--- config.mk ---
export PLATFORM = sky130hd
export DESIGN_NAME = piano_tone_driver
export DESIGN_NICKNAME = d
export VERILOG_FILES = /design/src/rtl/piano_pkg.sv /design/src/rtl/piano_tone_driver_tone_divider.sv /design/src/rtl/piano_tone_driver.sv
export SDC_FILE = /design/constraint.sdc
export NUM_CORES = 1
export LEC_CHECK = 0
export ABC_AREA = 1
export CORE_MARGIN = 2
export CORE_UTILIZATION = 45
export CTS_CLUSTER_SIZE = 10
export DETAILED_ROUTE_END_ITERATION = 16
export PLACE_DENSITY = 0.65
export SYNTH_ARGS = -nofsm -noshare
export SYNTH_HDL_FRONTEND = slang
export SYNTH_HIERARCHICAL = 1
export SYNTH_SLANG_ARGS = --single-unit
--- constraint.sdc ---
create_clock -name clk -period 6.83 [get_ports clk]
set_input_delay 1.0245 -clock clk [delete_from_list [all_inputs] [get_ports clk]]
set_output_delay 1.0245 -clock clk [all_outputs]
set_load 0.01 [all_outputs]
--- src/rtl/piano_pkg.sv ---
// Shared types, note table and key-priority helper for the piano tone driver.
package piano_pkg;

    localparam int NUM_KEYS = 8;

    // Half-period in 50 MHz cycles for C4 D4 E4 F4 G4 A4 B4 C5.
    localparam logic [16:0] HALF_TABLE [NUM_KEYS] = '{
        17'd95556, 17'd85131, 17'd75843, 17'd71586,
        17'd63776, 17'd56818, 17'd50619, 17'd47778
    };

    typedef enum logic [1:0] {
        IDLE = 2'd0,
        PLAY = 2'd1,
        STOP = 2'd2
    } state_t;

    // Returns {valid, index of highest set bit}.
    function automatic logic [3:0] key_priority(input logic [NUM_KEYS-1:0] key_vec);
        logic [3:0] r_sel;
        r_sel = 4'd0;
        for (int i = 0; i < NUM_KEYS; i++) begin
            if (key_vec[i]) begin
                r_sel = {1'b1, 3'(i)};
            end
        end
        return r_sel;
    endfunction

endpackage

--- src/rtl/piano_tone_driver_tone_divider.sv ---
// Loadable half-period counter: flags the last cycle of each half-period and
// toggles the speaker bit there (or parks it low when the note is ending).
module tone_divider #(
    parameter int DIV_WIDTH = 17
) (
    input  logic                 clk,
    input  logic                 reset,
    input  logic                 i_clear,
    input  logic                 i_start,
    input  logic                 i_run,
    input  logic                 i_stop,
    input  logic [DIV_WIDTH-1:0] i_half,
    output logic                 o_boundary,
    output logic                 o_speaker
);

    logic [DIV_WIDTH-1:0] r_cnt;
    logic                 r_speaker;

    // >= rather than == keeps the counter bounded even if the half-period shrinks.
    assign o_boundary = i_run && (r_cnt >= (i_half - 1'b1));
    assign o_speaker  = r_speaker;

    always_ff @(posedge clk) begin
        if (reset || i_clear) begin
            r_cnt     <= '0;
            r_speaker <= 1'b0;
        end else if (i_start) begin
            r_cnt     <= '0;
            r_speaker <= 1'b1;
        end else if (i_run) begin
            if (o_boundary) begin
                r_cnt     <= '0;
                r_speaker <= i_stop ? 1'b0 : ~r_speaker;
            end else begin
                r_cnt <= r_cnt + 1'b1;
            end
        end
    end

endmodule

--- src/rtl/piano_tone_driver.sv ---
// Last-pressed-priority note selection driving a square-wave speaker pin;
// note changes and muting are deferred to half-period boundaries.
//
// state | meaning
// IDLE  | silent, waiting for a press
// PLAY  | tone sounding; pending note applied at next boundary
// STOP  | last key released; tone ends low at next boundary
module piano_tone_driver
    import piano_pkg::*;
#(
    parameter int SCALE_SHIFT = 0,
    parameter int DIV_WIDTH   = 17
) (
    input  logic                clk,
    input  logic                reset,
    input  logic                enable,
    input  logic [NUM_KEYS-1:0] keys,
    input  logic [NUM_KEYS-1:0] key_pressed,
    input  logic [NUM_KEYS-1:0] key_released,
    output logic                speaker,
    output logic                note_active,
    output logic [2:0]          cur_note
);

    state_t               r_state, w_state_next;
    logic [2:0]           r_cur_note, w_cur_next;
    logic [2:0]           r_pending, w_pending_next;
    logic                 r_pending_valid, w_pending_valid_next;

    logic [3:0]           w_press;
    logic [3:0]           w_fallback;
    logic [2:0]           w_effective;
    logic                 w_release_eff;
    logic [DIV_WIDTH-1:0] w_half_shift;
    logic [DIV_WIDTH-1:0] w_half;

    logic                 w_boundary;
    logic                 w_div_clear;
    logic                 w_div_start;
    logic                 w_div_run;
    logic                 w_div_stop;

    assign w_press       = key_priority(key_pressed);
    assign w_fallback    = key_priority(keys & ~key_released & ~key_pressed);
    assign w_effective   = r_pending_valid ? r_pending : r_cur_note;
    assign w_release_eff = key_released[w_effective];

    // A heavily scaled table entry can reach zero; toggle every cycle instead.
    assign w_half_shift = DIV_WIDTH'(HALF_TABLE[r_cur_note] >> SCALE_SHIFT);
    assign w_half       = (w_half_shift == '0) ? DIV_WIDTH'(1) : w_half_shift;

    always_ff @(posedge clk) begin
        if (reset) begin
            r_state         <= IDLE;
            r_cur_note      <= 3'd0;
            r_pending       <= 3'd0;
            r_pending_valid <= 1'b0;
        end else begin
            r_state         <= w_state_next;
            r_cur_note      <= w_cur_next;
            r_pending       <= w_pending_next;
            r_pending_valid <= w_pending_valid_next;
        end
    end

    always_comb begin
        w_state_next         = r_state;
        w_cur_next           = r_cur_note;
        w_pending_next       = r_pending;
        w_pending_valid_next = r_pending_valid;
        if (!enable) begin
            w_state_next         = IDLE;
            w_pending_valid_next = 1'b0;
        end else begin
            case (r_state)
                IDLE: begin
                    if (w_press[3]) begin
                        w_state_next         = PLAY;
                        w_cur_next           = w_press[2:0];
                        w_pending_valid_next = 1'b0;
                    end
                end
                PLAY: begin
                    if (w_boundary && r_pending_valid) begin
                        w_cur_next           = r_pending;
                        w_pending_valid_next = 1'b0;
                    end
                    // A press in the same cycle masks any release.
                    if (w_press[3]) begin
                        w_pending_next       = w_press[2:0];
                        w_pending_valid_next = 1'b1;
                    end else if (w_release_eff) begin
                        if (w_fallback[3]) begin
                            w_pending_next       = w_fallback[2:0];
                            w_pending_valid_next = 1'b1;
                        end else begin
                            w_state_next         = STOP;
                            w_pending_valid_next = 1'b0;
                        end
                    end
                end
                STOP: begin
                    if (w_press[3]) begin
                        w_state_next         = PLAY;
                        w_pending_next       = w_press[2:0];
                        w_pending_valid_next = 1'b1;
                    end else if (w_boundary) begin
                        w_state_next = IDLE;
                    end
                end
                default: begin
                    w_state_next         = IDLE;
                    w_pending_valid_next = 1'b0;
                end
            endcase
        end
    end

    always_comb begin
        note_active = (r_state != IDLE);
        w_div_clear = !enable;
        w_div_start = enable && (r_state == IDLE) && w_press[3];
        w_div_run   = (r_state != IDLE);
        w_div_stop  = (r_state == STOP) && !w_press[3];
    end

    tone_divider #(
        .DIV_WIDTH (DIV_WIDTH)
    ) u_tone_divider (
        .clk        (clk),
        .reset      (reset),
        .i_clear    (w_div_clear),
        .i_start    (w_div_start),
        .i_run      (w_div_run),
        .i_stop     (w_div_stop),
        .i_half     (w_half),
        .o_boundary (w_boundary),
        .o_speaker  (speaker)
    );

    assign cur_note = r_cur_note;

endmodule

==> impl_metrics.json <==
{
  "outcome": "finished, final reports clean",
  "critPathKind": "reg -> reg",
  "synth_edf_count": 0,
  "ys_seq_area_share_pct": 18.8,
  "numPlacedInstances": 556,
  "crit_path_max_fanout": 7,
  "grt_pass1_vias": 2716,
  "syn_avg_cell_area_sq_um": 6.35,
  "wirelength_um": 6410,
  "syn-num-nets": 510,
  "end_kind": "flop",
  "hold_viol": 0,
  "cp.required_ns": 7.01,
  "hold_class": "reg -> reg",
  "die_area_sq_um": 7050,
  "post-cts-setup-buffers": 0,
  "portBuffers": 31,
  "dp_hpwl_um": 5360,
  "p_switching_uw": 163,
  "worstPathArrival_ns": 4.41,
  "cts_hold_buf": 0,
  "drc": 0,
  "synth_ff_type": "dfxtp_1",
  "path_clk_slew_ns": 0.10,
  "diodes": 0,
  "cpLargestDelayFamily": "simple AND/OR/NAND/NOR gates",
  "grt_max_degree": 16,
  "worst_pin_slew_ns": 0.634,
  "period_needed_ns": 4.23,
  "setup_ws_ns": 2.60,
  "place_ws_ns": 2.64,
  "finalSetupTns_ns": 0,
  "critical-path-max-stage-delay_ns": 0.47,
  "pin_count": 32,
  "layout_common_cells": "81 x nand2_1, 77 x inv_1, 57 x nor2_1, 40 x nand3_1, 31 x clkdlybuf4s50_1",
  "cts.sinks": 27,
  "yosys.area.top_type": "dfxtp_1",
  "antenna_left": 0,
  "die_y_um": 83.9,
  "cpMostUsedCell": "inv_1",
  "layout.nets": 541,
  "vias": 2770,
  "ys_ff_latch": 27,
  "final_common_cell": "nand2_1",
  "pwr-share-comb_pct": 39.8,
  "setup_violations": 0,
  "powerDensity_nw_per_um2": 133,
  "grt_overflow": 0,
  "cts_made_buffers": 3,
  "maxSlewViolCount": 0,
  "p_int_uw": 274,
  "initial_core_util_pct": 45.8,
  "ys_warn_count": 6,
  "placed_area_sq_um": 3240,
  "syn_area_sq_um": 2880,
  "drt-wirelength-per-cell_um": 11.4,
  "crit_slowest_cell": "dfxtp_1",
  "place.gp.congestion": 0.831,
  "stdcell_count": 560,
  "synthArstFlopShare_pct": 0,
  "grt_usage_pct": 19.2,
  "crit_chain": "inv_1 > ha_1 > inv_1 > o21ai_0 > inv_1 > ha_1 > nand2_1 > nor4_4 > nand3_2 > nor2_1 > xnor2_1 > ha_1 > nand4_1 > nor2_1 > nand3_1 > nand3_2 > nand2_4 > inv_1 > inv_1 > o21ai_0 > inv_1 > nor2_1 > nand2_2 > a221oi_1",
  "seq_power_share_pct": 38.3,
  "rows": 29,
  "avgViaCountPerCell": 4.95,
  "ys_top_cells_by_area": "dfxtp_1 19%, ha_1 13%, nand2_1 11%",
  "p_clk_share_pct": 22.0,
  "slew_headroom_pct": 57.3,
  "fin_hold_ws_ns": 0.516,
  "die_w_um": 83.9,
  "areaGrowthSynthToFinish_pct": 14.4,
  "synth_top_cell_area_share_pct": 18.8,
  "ys_types": 34,
  "cts_tree": "done",
  "critPathBufInv": 6,
  "insertion_delay_ns": 0.28,
  "cts_buffer_depth": 2,
  "fmax_mhz": 236,
  "peakVddDrop_mv": 0.0748,
  "cts_htree_levels": 1,
  "power.leakage_uw": 0.00159,
  "sw_frac_of_total_pct": 37.3,
  "core_sq_um": 6280,
  "final_layout_size_suffix_gt1_share_pct": 10.1,
  "rsz0062_at_grt": "no",
  "finalInstanceArea_sq_um": 3290,
  "cts_resized": 0,
  "antenna_found_initial": 0,
  "grt_pass1_wl_um": 11500,
  "critPathLaunchType": "flop",
  "syn_inst": 453,
  "drt_iter0_markers": 141,
  "drv_cap": 0,
  "post-route-period-util_pct": 61.9,
  "fin_skew_ns": 0.00624,
  "firstDrtPassIters": 4,
  "cts_root_buf": "clkbuf_8"
}
## cell families (layout without fill, tap and decap cells)
kind of cell | Yosys count | count (layout) | synth area share, %
buffers and inverters | 88 | 118 | 12.1
adder cells (fa/ha/maj) | 30 | 30 | 13.1
AND/OR/NAND/NOR | 230 | 230 | 39.1
XOR/XNOR | 20 | 20 | 6.09
flip-flops | 27 | 27 | 18.8
AO/OA/AOI/OAI | 58 | 58 | 10.8
## worst min-delay path: stages, from the launching register on
cell,delay (ns)
dfxtp_1,0.37
inv_1,0.06
a21oi_1,0.05
## power by group through the flow
stage / Clock, uW / Combinational (uW) / Sequential [uW]
5_1_grt: 104 / 201 / 168
2_1_floorplan: 0 / 127 / 170
4_1_cts: 99.1 / 175 / 167
6_report: 95.9 / 174 / 167
3_5_place_dp: 0 / 174 / 171
3_3_place_gp: 0 / 172 / 171
## synthesized netlist by cell type, drive strengths merged (2+ instances only)
cell type and n:
nand2 93, inv 83, nor2 64, nand3 45, o21ai 33, ha 30, dfxtp 27, a21oi 23
nor3 12, xor2 11, xnor2 9, or2 7, nand4 5, buf 3, nor4 3, clkbuf 2
## routing by layer
layer	vias to the layer above	wire [um]	GRT usage, %	share of wire [%]
met5	-	0	0	0
met4	0	79	5.28	1.2
met3	6	105	3.17	1.6
met2	17	3150	34.7	49
met1	1252	3070	23.3	48
li1	1495	-	-	-
## per-stage QoR
stage                     total power, uW  utilization (%)
after global routing                  473             52.4
final                                 437             52.4
after floorplan                       297                -
after global placement                343             51.7
after detailed placement              344             51.7
after CTS                             441             52.4
## state kept, by name (all words and copies together) (netlist names)
register,count
cur_note,3
r_pending,3
r_state,2
u_tone_divider/r_cnt,17
r_pending_valid,1
u_tone_divider/o_speaker,1
## layout make-up
cell class / count / area, sq um
clock buffers: 3 / 41.3
clock inverters: 1 / 5.00
fillers: 640 / 2990
inverters: 83 / 312
multi-input cells: 338 / 1990
flip-flops and latches: 27 / 541
well taps: 77 / 96.3
repair buffers: 31 / 310
## worst paths after layout
| kind | startpoint | end | slack, ns | depth (start not counted) |
|---|---|---|---|---|
| worst max-delay path | cur_note[0]$_SDFFE_PP0P_ | cur_note[0]$_SDFFE_PP0P_ | 2.60 | 24 |
| worst min-delay path | u_tone_divider/r_cnt[9]$_SDFFE_PP0P_ | u_tone_divider/r_cnt[9]$_SDFFE_PP0P_ | 0.52 | 2 |
| worst max register to register | cur_note[0]$_SDFFE_PP0P_ | cur_note[0]$_SDFFE_PP0P_ | 2.60 | 24 |
| worst min register to register | u_tone_divider/r_cnt[9]$_SDFFE_PP0P_ | u_tone_divider/r_cnt[9]$_SDFFE_PP0P_ | 0.52 | 2 |
Note: power is estimated with default switching activity, not from simulation.
